--- src/rtl/c3po_egress_arb.sv ---
// c3po_egress_arb
//   Packet-atomic round-robin arbiter. Merges PORTS_P per-port unpacker flit
//   streams (32-byte flits) into a single registered egress stream. A port
//   that wins at SOP owns the egress until its EOP flit is accepted.
//
// Optional feature macro: C3PO_ARB_PKT_CNT_EN (per-port forwarded packet counters)
//
// Ports
//   clk        : rising-edge clock
//   reset_L    : asynchronous active-low reset
//   in_val     : [PORTS_P]       flit valid per port
//   in_sop     : [PORTS_P]       start of packet per port
//   in_eop     : [PORTS_P]       end of packet per port
//   in_vbc     : [PORTS_P][8]    valid byte count per port
//   in_data    : [PORTS_P][256]  flit data per port
//   in_ready   : [PORTS_P]       flit accepted when in_val & in_ready
//   out_val/out_sop/out_eop/out_vbc/out_data/out_port : registered egress flit
//   out_ready  : downstream accept
//   proto_err  : [PORTS_P]       pulse for each non-SOP flit dropped while idle
//   pkt_cnt    : [PORTS_P][CNT_SIZE_P] packets forwarded per port (zero unless macro)
module c3po_egress_arb #(
    parameter int PORTS_P    = 4,
    parameter int CNT_SIZE_P = 8
) (
    input  logic                                 clk,
    input  logic                                 reset_L,
    input  logic [PORTS_P-1:0]                   in_val,
    input  logic [PORTS_P-1:0]                   in_sop,
    input  logic [PORTS_P-1:0]                   in_eop,
    input  logic [PORTS_P-1:0][7:0]              in_vbc,
    input  logic [PORTS_P-1:0][255:0]            in_data,
    output logic [PORTS_P-1:0]                   in_ready,
    output logic                                 out_val,
    output logic                                 out_sop,
    output logic                                 out_eop,
    output logic [7:0]                           out_vbc,
    output logic [255:0]                         out_data,
    output logic [$clog2(PORTS_P)-1:0]           out_port,
    input  logic                                 out_ready,
    output logic [PORTS_P-1:0]                   proto_err,
    output logic [PORTS_P-1:0][CNT_SIZE_P-1:0]   pkt_cnt
);

    localparam int PW = $clog2(PORTS_P);
    typedef logic [PW-1:0] port_t;

    typedef enum logic {
        S_IDLE = 1'b0,
        S_LOCK = 1'b1
    } state_t;

    state_t              r_state;
    port_t               r_lock_port;
    port_t               r_rr_ptr;
    logic                r_out_val;
    logic                r_out_sop;
    logic                r_out_eop;
    logic [7:0]          r_out_vbc;
    logic [255:0]        r_out_data;
    port_t               r_out_port;
    logic [PORTS_P-1:0]  r_proto_err;

    logic                w_acc;
    logic                w_locked;
    logic [PORTS_P-1:0]  w_req;
    logic [PORTS_P-1:0]  w_drop;
    logic                w_gnt_vld;
    port_t               w_gnt;
    int unsigned         w_scan_idx;
    port_t               w_sel;
    logic                w_xfer;
    logic                w_sel_eop;

    function automatic port_t next_port(input port_t p);
        return (int'(p) == PORTS_P - 1) ? '0 : port_t'(p + 1'b1);
    endfunction

    assign w_acc     = !r_out_val | out_ready;
    assign w_locked  = (r_state == S_LOCK);
    assign w_req     = in_val & in_sop;
    assign w_drop    = w_locked ? '0 : (in_val & ~in_sop);

    // Round-robin scan starting at r_rr_ptr, wrapping modulo PORTS_P.
    always_comb begin
        w_gnt_vld  = 1'b0;
        w_gnt      = '0;
        w_scan_idx = 0;
        for (int unsigned k = 0; k < unsigned'(PORTS_P); k++) begin
            w_scan_idx = (int'(r_rr_ptr) + k) % unsigned'(PORTS_P);
            if (!w_gnt_vld && w_req[w_scan_idx]) begin
                w_gnt_vld = 1'b1;
                w_gnt     = port_t'(w_scan_idx);
            end
        end
    end

    assign w_sel     = w_locked ? r_lock_port : w_gnt;
    assign w_xfer    = w_acc & (w_locked ? in_val[r_lock_port] : w_gnt_vld);
    assign w_sel_eop = in_eop[w_sel];

    // Drops are accepted regardless of the output stage; the granted port
    // always has SOP set, so it never overlaps the drop mask.
    always_comb begin
        in_ready = w_drop;
        if (w_locked) begin
            in_ready[r_lock_port] = w_acc;
        end else if (w_gnt_vld) begin
            in_ready[w_gnt] = w_acc;
        end
    end

    always_ff @(posedge clk or negedge reset_L) begin
        if (!reset_L) begin
            r_state     <= S_IDLE;
            r_lock_port <= '0;
            r_rr_ptr    <= '0;
            r_out_val   <= 1'b0;
            r_out_sop   <= 1'b0;
            r_out_eop   <= 1'b0;
            r_out_vbc   <= '0;
            r_out_data  <= '0;
            r_out_port  <= '0;
            r_proto_err <= '0;
        end else begin
            r_proto_err <= w_drop;
            if (w_acc) begin
                r_out_val <= w_xfer;
                if (w_xfer) begin
                    r_out_sop  <= !w_locked;
                    r_out_eop  <= w_sel_eop;
                    r_out_vbc  <= in_vbc[w_sel];
                    r_out_data <= in_data[w_sel];
                    r_out_port <= w_sel;
                end
            end
            if (w_xfer) begin
                case (r_state)
                    S_IDLE: begin
                        if (w_sel_eop) begin
                            r_rr_ptr <= next_port(w_gnt);
                        end else begin
                            r_state     <= S_LOCK;
                            r_lock_port <= w_gnt;
                        end
                    end
                    S_LOCK: begin
                        if (w_sel_eop) begin
                            r_state  <= S_IDLE;
                            r_rr_ptr <= next_port(r_lock_port);
                        end
                    end
                    default: r_state <= S_IDLE;
                endcase
            end
        end
    end

    assign out_val   = r_out_val;
    assign out_sop   = r_out_sop;
    assign out_eop   = r_out_eop;
    assign out_vbc   = r_out_vbc;
    assign out_data  = r_out_data;
    assign out_port  = r_out_port;
    assign proto_err = r_proto_err;

`ifdef C3PO_ARB_PKT_CNT_EN
    logic [PORTS_P-1:0][CNT_SIZE_P-1:0] r_pkt_cnt;

    always_ff @(posedge clk or negedge reset_L) begin
        if (!reset_L) begin
            r_pkt_cnt <= '0;
        end else if (w_xfer && w_sel_eop) begin
            r_pkt_cnt[w_sel] <= r_pkt_cnt[w_sel] + 1'b1;
        end
    end

    assign pkt_cnt = r_pkt_cnt;
`else
    assign pkt_cnt = '0;
`endif

endmodule

--- config.mk ---
export PLATFORM = sky130hd
export DESIGN_NAME = c3po_egress_arb
export DESIGN_NICKNAME = d
export VERILOG_FILES = /design/src/rtl/c3po_egress_arb.sv
export SDC_FILE = /design/constraint.sdc
export NUM_CORES = 1
export LEC_CHECK = 0
export CAP_MARGIN = 25
export CORE_AREA = 10 10 525 527
export DETAILED_ROUTE_END_ITERATION = 8
export DIE_AREA = 0 0 535 537
export SLEW_MARGIN = 0
export SYNTH_ARGS = -nofsm -noshare
export SYNTH_HDL_FRONTEND = slang
export SYNTH_SLANG_ARGS = --single-unit
--- constraint.sdc ---
create_clock -name clk -period 2.7 [get_ports clk]
set_input_delay 0.405 -clock clk [delete_from_list [all_inputs] [get_ports clk]]
set_output_delay 0.405 -clock clk [all_outputs]
set_load 0.01 [all_outputs]
# ---- Word-level counts from Yosys, hierarchy flattened
# Cells that the tools add are included.
dict set report totals {
  register_bits 278
  input_bits 1071
  out_inout_bits 309
}
dict set report op_classes {
  addsub 5
  magnitude_cmp 9
  eq_ne 4
  muxes 41
  bitwise 7
  n_reduce_logical 13
}
# operator count
set op_table {}
lappend op_table {{binary-select mux 256 bit (select 2 bit)} 1}
lappend op_table {{2-to-1 mux 256 bit} 1}
lappend op_table {{less-than comparator 2 x 3 -> 1 bit (second input constant)} 7}
lappend op_table {{2-to-1 mux 2 bit} 9}
lappend op_table {{binary-select mux 8 bit (select 2 bit)} 1}
lappend op_table {{2-to-1 mux 1 bit} 14}
lappend op_table {{binary-select mux 1 bit (select 2 bit)} 6}
lappend op_table {{2-to-1 mux 4 bit} 3}
lappend op_table {{bitwise AND 4 bit} 2}
lappend op_table {{bitwise mux 4 bit} 2}
lappend op_table {{2-to-1 mux 8 bit} 1}
lappend op_table {{adder 2 x 1 -> 2 bit (second input constant)} 3}
lappend op_table {{AND reduction 3 bit} 2}
lappend op_table {{logical AND 1 bit} 5}
lappend op_table {{zero test 1 bit} 5}
lappend op_table {{adder 2 bit (second input constant)} 2}
lappend op_table {{demux 1 bit (select 2 bit)} 2}
lappend op_table {{== test 2 x 1 -> 1 bit (second input constant)} 2}
lappend op_table {{>= comparator 2 x 1 -> 1 bit (second input constant)} 2}
lappend op_table {{NOT 4 bit} 1}
lappend op_table {{case mux 2 bit (2 select lines)} 1}
lappend op_table {{inequality test 2 x 1 -> 1 bit (second input constant)} 1}
lappend op_table {{inequality test 2 bit (second input constant)} 1}
lappend op_table {{NOT 1 bit} 2}
lappend op_table {{3 further kinds} 3}

# ---- Longest topological paths before layout
dict set report logic_depth {
  word_depth 20
  ltp_mapped 10
}

# ---- Worst setup path before layout
# OpenSTA, ideal clock, no wires.
dict set report synth_path {
  path_type {reg2reg}
  start {reg r_lock_port[1]}
  end {reg r_out_data[115] (netlist: out_data[115])}
  setup_ps 133
  arrival_time_ps 1986
  required_time_ps 2567
  setup_slack_ps 581
  path_stages_with_launch 10
  cell_sequence {dfrtp_1 mux4_2 mux2i_1 nand2b_4 buf_6 or2_1 buf_6 buf_6 buf_8 o221ai_2}
}
dict set report synth_via {
  elab_chain_cells 5
}
# item line
set synth_rtl {}
lappend synth_rtl {{start, declared} 53} ;# port_t r_lock_port;
lappend synth_rtl {{start signal, assigned} 143} ;# r_lock_port <= w_gnt;
lappend synth_rtl {{binary-select mux 1 bit (select 2 bit)} 98} ;# assign w_xfer = w_acc & (w_locked ? in_val[r_lock_port] : w_gnt_vld);
lappend synth_rtl {{2-to-1 mux 1 bit (not written as such)} 98}
lappend synth_rtl {{2-to-1 mux 1 bit} 98}
lappend synth_rtl {{bitwise AND 1 bit} 98}
lappend synth_rtl {{AND reduction 2 bit (no line)} n/a}
lappend synth_rtl {{end signal, assigned} 132} ;# r_out_data <= in_data[w_sel];
lappend synth_rtl {{end, declared} 59} ;# logic [255:0] r_out_data;
# Parallel ways exist; a longest one is shown, timed or not. The select of a mux whose other input is x is not followed.
# A chain may end at the register's enable or synchronous reset.

# ---- Final worst setup path
dict set report layout_path {
  start {reg r_state}
  end {out in_ready[3]}
}
dict set report layout_via {
  elab_chain_cells 4
}
# item line
set layout_rtl {}
lappend layout_rtl {{start, declared} 52} ;# state_t r_state;
lappend layout_rtl {{start signal, assigned} 114} ;# r_state <= S_IDLE;
lappend layout_rtl {{start signal, assigned} 142} ;# r_state <= S_LOCK;
lappend layout_rtl {{start signal, assigned} 148} ;# r_state <= S_IDLE;
lappend layout_rtl {{2-to-1 mux 4 bit (*)} 81} ;# assign w_drop = w_locked ? '0 : (in_val & ~in_sop);
lappend layout_rtl {{net w_drop[3]} 66} ;# logic [PORTS_P-1:0] w_drop;
lappend layout_rtl {{bitwise mux 4 bit} 108} ;# in_ready[w_gnt] = w_acc;
lappend layout_rtl {{2-to-1 mux 4 bit} 107} ;# end else if (w_gnt_vld) begin
lappend layout_rtl {{2-to-1 mux 4 bit (*)} 105} ;# if (w_locked) begin
lappend layout_rtl {{end, declared} 32} ;# output logic [PORTS_P-1:0] in_ready,
# Mark *: on every way through the listed nets, which the timed path passes. The rest lies on a longest branch.

==> metrics.txt <==
Root Buffer clkbuf_16; clk buf depth 3; layout cells sized above 1 between 20% and 30%; area fraction of the dominant cell type after synthesis 36.1%; area grow syn2layout 109%; final WL 248000 um; RSZ-0062 raised after global routing yes; CTS sink cnt 278; crit path DAT approximately 2.4 ns; Die ar. 287000 sq um; most common library cells after synthesis 536 x mux2i_1, 283 x nand2_1, 278 x dfrtp_1; Hold WS 0.310 ns; Netlist cell types 50; most frequent cell after synthesis mux2i_1; CTS tree yes; hold crit path type in -> async; TritonRoute pass-1 iters 5; initial antenna violation count 317; setup TNS -0.411 ns; Leakage 0.0149 uW; Power Dens Cells ~1100 nW/um^2; Clock Skew 0.0297 ns; Final Hold Fails 0; Yosys reg bits 278; period utilization 105%; I/O Pins roughly 1400; cell area after synthesis 19300 sq um; vias in the first global route 23000; All-Layer GR Usage 16.4%; Gate Count Post-Synth 1617; DRC Markers 0; TritonCTS Buffers 44; failing checks setup timing; clock latency on the worst-skew pair around 0.65 ns; Detail Route Antenna Nets 0; Peak VDD IR 0.608 mV; dpl ws -0.556 ns; crit path max fanout 7; critical path's slowest cell nor3b_1; Critical Path Max Stage Delay about 0.58 ns; first-pass GRT wire length 302000 um; die height 537 um; setup slack after layout -0.139 ns; Worst-path clk slew 0.06 ns; 1st-iter DRT viols 1292; drt wl/cell 36.6 um; final instance area 40300 sq um; ys async rst share 100%; R2R depth 12; Final Setup Violations 4; DP HPWL about 230000 um; worst path bufs/invs 2; pin count of the biggest net entering global routing 51; H-tree depth 2; Final Critical Period about 2.8 ns; FMAX 0.352 GHz; chip width 535 um; final net count about 4200; Area contributors post-synth dfrtp_1 36%, mux2i_1 28%, o221ai_2 20%; worst reg2reg endpoint out_data[95]; sequential fraction of the synthesis area 36.1%; required arrival time at the worst endpoint 2.30 ns; syn_area_per_cell 11.9 sq um; Critical Path Source Type register; placeable core region 265000 sq um; cells along the critical path buf_4, nor3b_1, mux2i_1, a21oi_1, buf_2; Max Transition Viols Final 0; Syn. warnings 0; Least-Margin Pin Slew 0.755 ns; FF-to-FF setup slack 0 ns; max_cap viols 0; routed via count 22500; port buffer count 1347; cell taking the most area after synthesis dfrtp_1; Crit. End Element primary output; GP Congestion 0.930; Core Rows 189; worst r2r src r_rr_ptr[1]; Via-to-Cell Ratio roughly 3.3; Slew headroom 49.7%; global route overflow 0; Starting Density between 7 and 8%; Top delay family on crit path simple AND/OR/NAND/NOR gates; Crit Path Class reg -> out; number of synthesized flops with an enable pin 0; status finished, violations left; Post-DP Area approximately 39000 sq um; Top FF cell, synth dfrtp_1
-- layer usage --
metal	routed length (um)	part of all wire, %	GRT usage [%]
met1	99700	40	19.9
met2	107000	43	25.3
met3	33700	14	9.23
met4	6580	2.6	3.38
met5	1070	0.43	0
-- cells in the final DEF, fill, tap and decap left out, types with 5 or more instances in the layout --
cell type           n
dfrtp_1           276
mux2i_1           528
diode_2            84
nand2_1           278
buf_4             224
o221ai_2          260
buf_6               5
conb_1             32
mux2i_2             5
ha_1                5
clkbuf_8            8
nand3_1             5
clkdlybuf4s50_1  1338
clkbuf_1           10
clkbuf_16          46
o221ai_1            5
buf_12             47
-- how the worst max path moves through the flow --
stage / startpoint / endpoint / slack (ns) / depth (start not counted)
4_1_cts: r_rr_ptr[1] / in_ready[2] / -0.27 / 9
5_1_grt: r_rr_ptr[1] / in_ready[3] / -0.31 / 9
3_3_place_gp: in_val[0] / in_ready[2] / -0.60 / 11
2_1_floorplan: r_lock_port[1] / out_data[115] / 0.58 / 9
6_report: r_state / in_ready[3] / -0.14 / 5
3_5_place_dp: in_sop[2] / out_vbc[7] / -0.56 / 12
-- cells by family (layout without fill, tap and decap cells) --
logic type,after synthesis,count (layout),share of synthesized area [%]
other cells,1,116,0.0195
buf+inv,187,1699,7.24
fa+ha+maj,8,8,0.520
flops,278,278,36.1
mux,540,540,28.2
simple gates,311,311,6.48
compound gates,292,292,21.5
-- power breakdown --
part           total (uW)  internal [uW]  leakage (uW)  switching (uW)
clock network        5950           3430      0.000674            2510
logic               28600          13500        0.0108           15200
registers            7790           6320       0.00342            1470
-- stage by stage --
stage	total power, uW	util (%)	std cells
after floorplan	21900	-	1648
after global placement	36300	14.6	6615
after detailed placement	36500	14.6	6615
after CTS	43000	15.1	6691
after global routing	44600	15.2	6714
final	42400	15.2	6777
-- repair_timing --
action	in CTS	in global routing
pin swaps	9	5
hold buffers	1	0
setup endpoints to repair	6	48
endpoints found under the hold margin	40	0
buffers inserted	3	1
gates cloned	0	1
resized for setup	43	15
-- registers in the layout, indices dropped and copies added (netlist names), 2 cells and up --
signal       cells
out_vbc          8
out_port         2
r_rr_ptr         2
out_data       256
r_lock_port      2
proto_err        4
-- layout make-up --
class | instances | area [sq um]
Timing Repair Buffer | 1621 | 16200
Clock inverter | 10 | 115
Inverter | 5 | 18.8
Multi-Input combinational cell | 1183 | 11200
Antenna cell | 84 | 210
Clock buffer | 63 | 1270
Tap cell | 3533 | 4420
Sequential cell | 278 | 6960
Fill cell | 29500 | 224000
No activity file was read; power rests on OpenSTA's default activity.
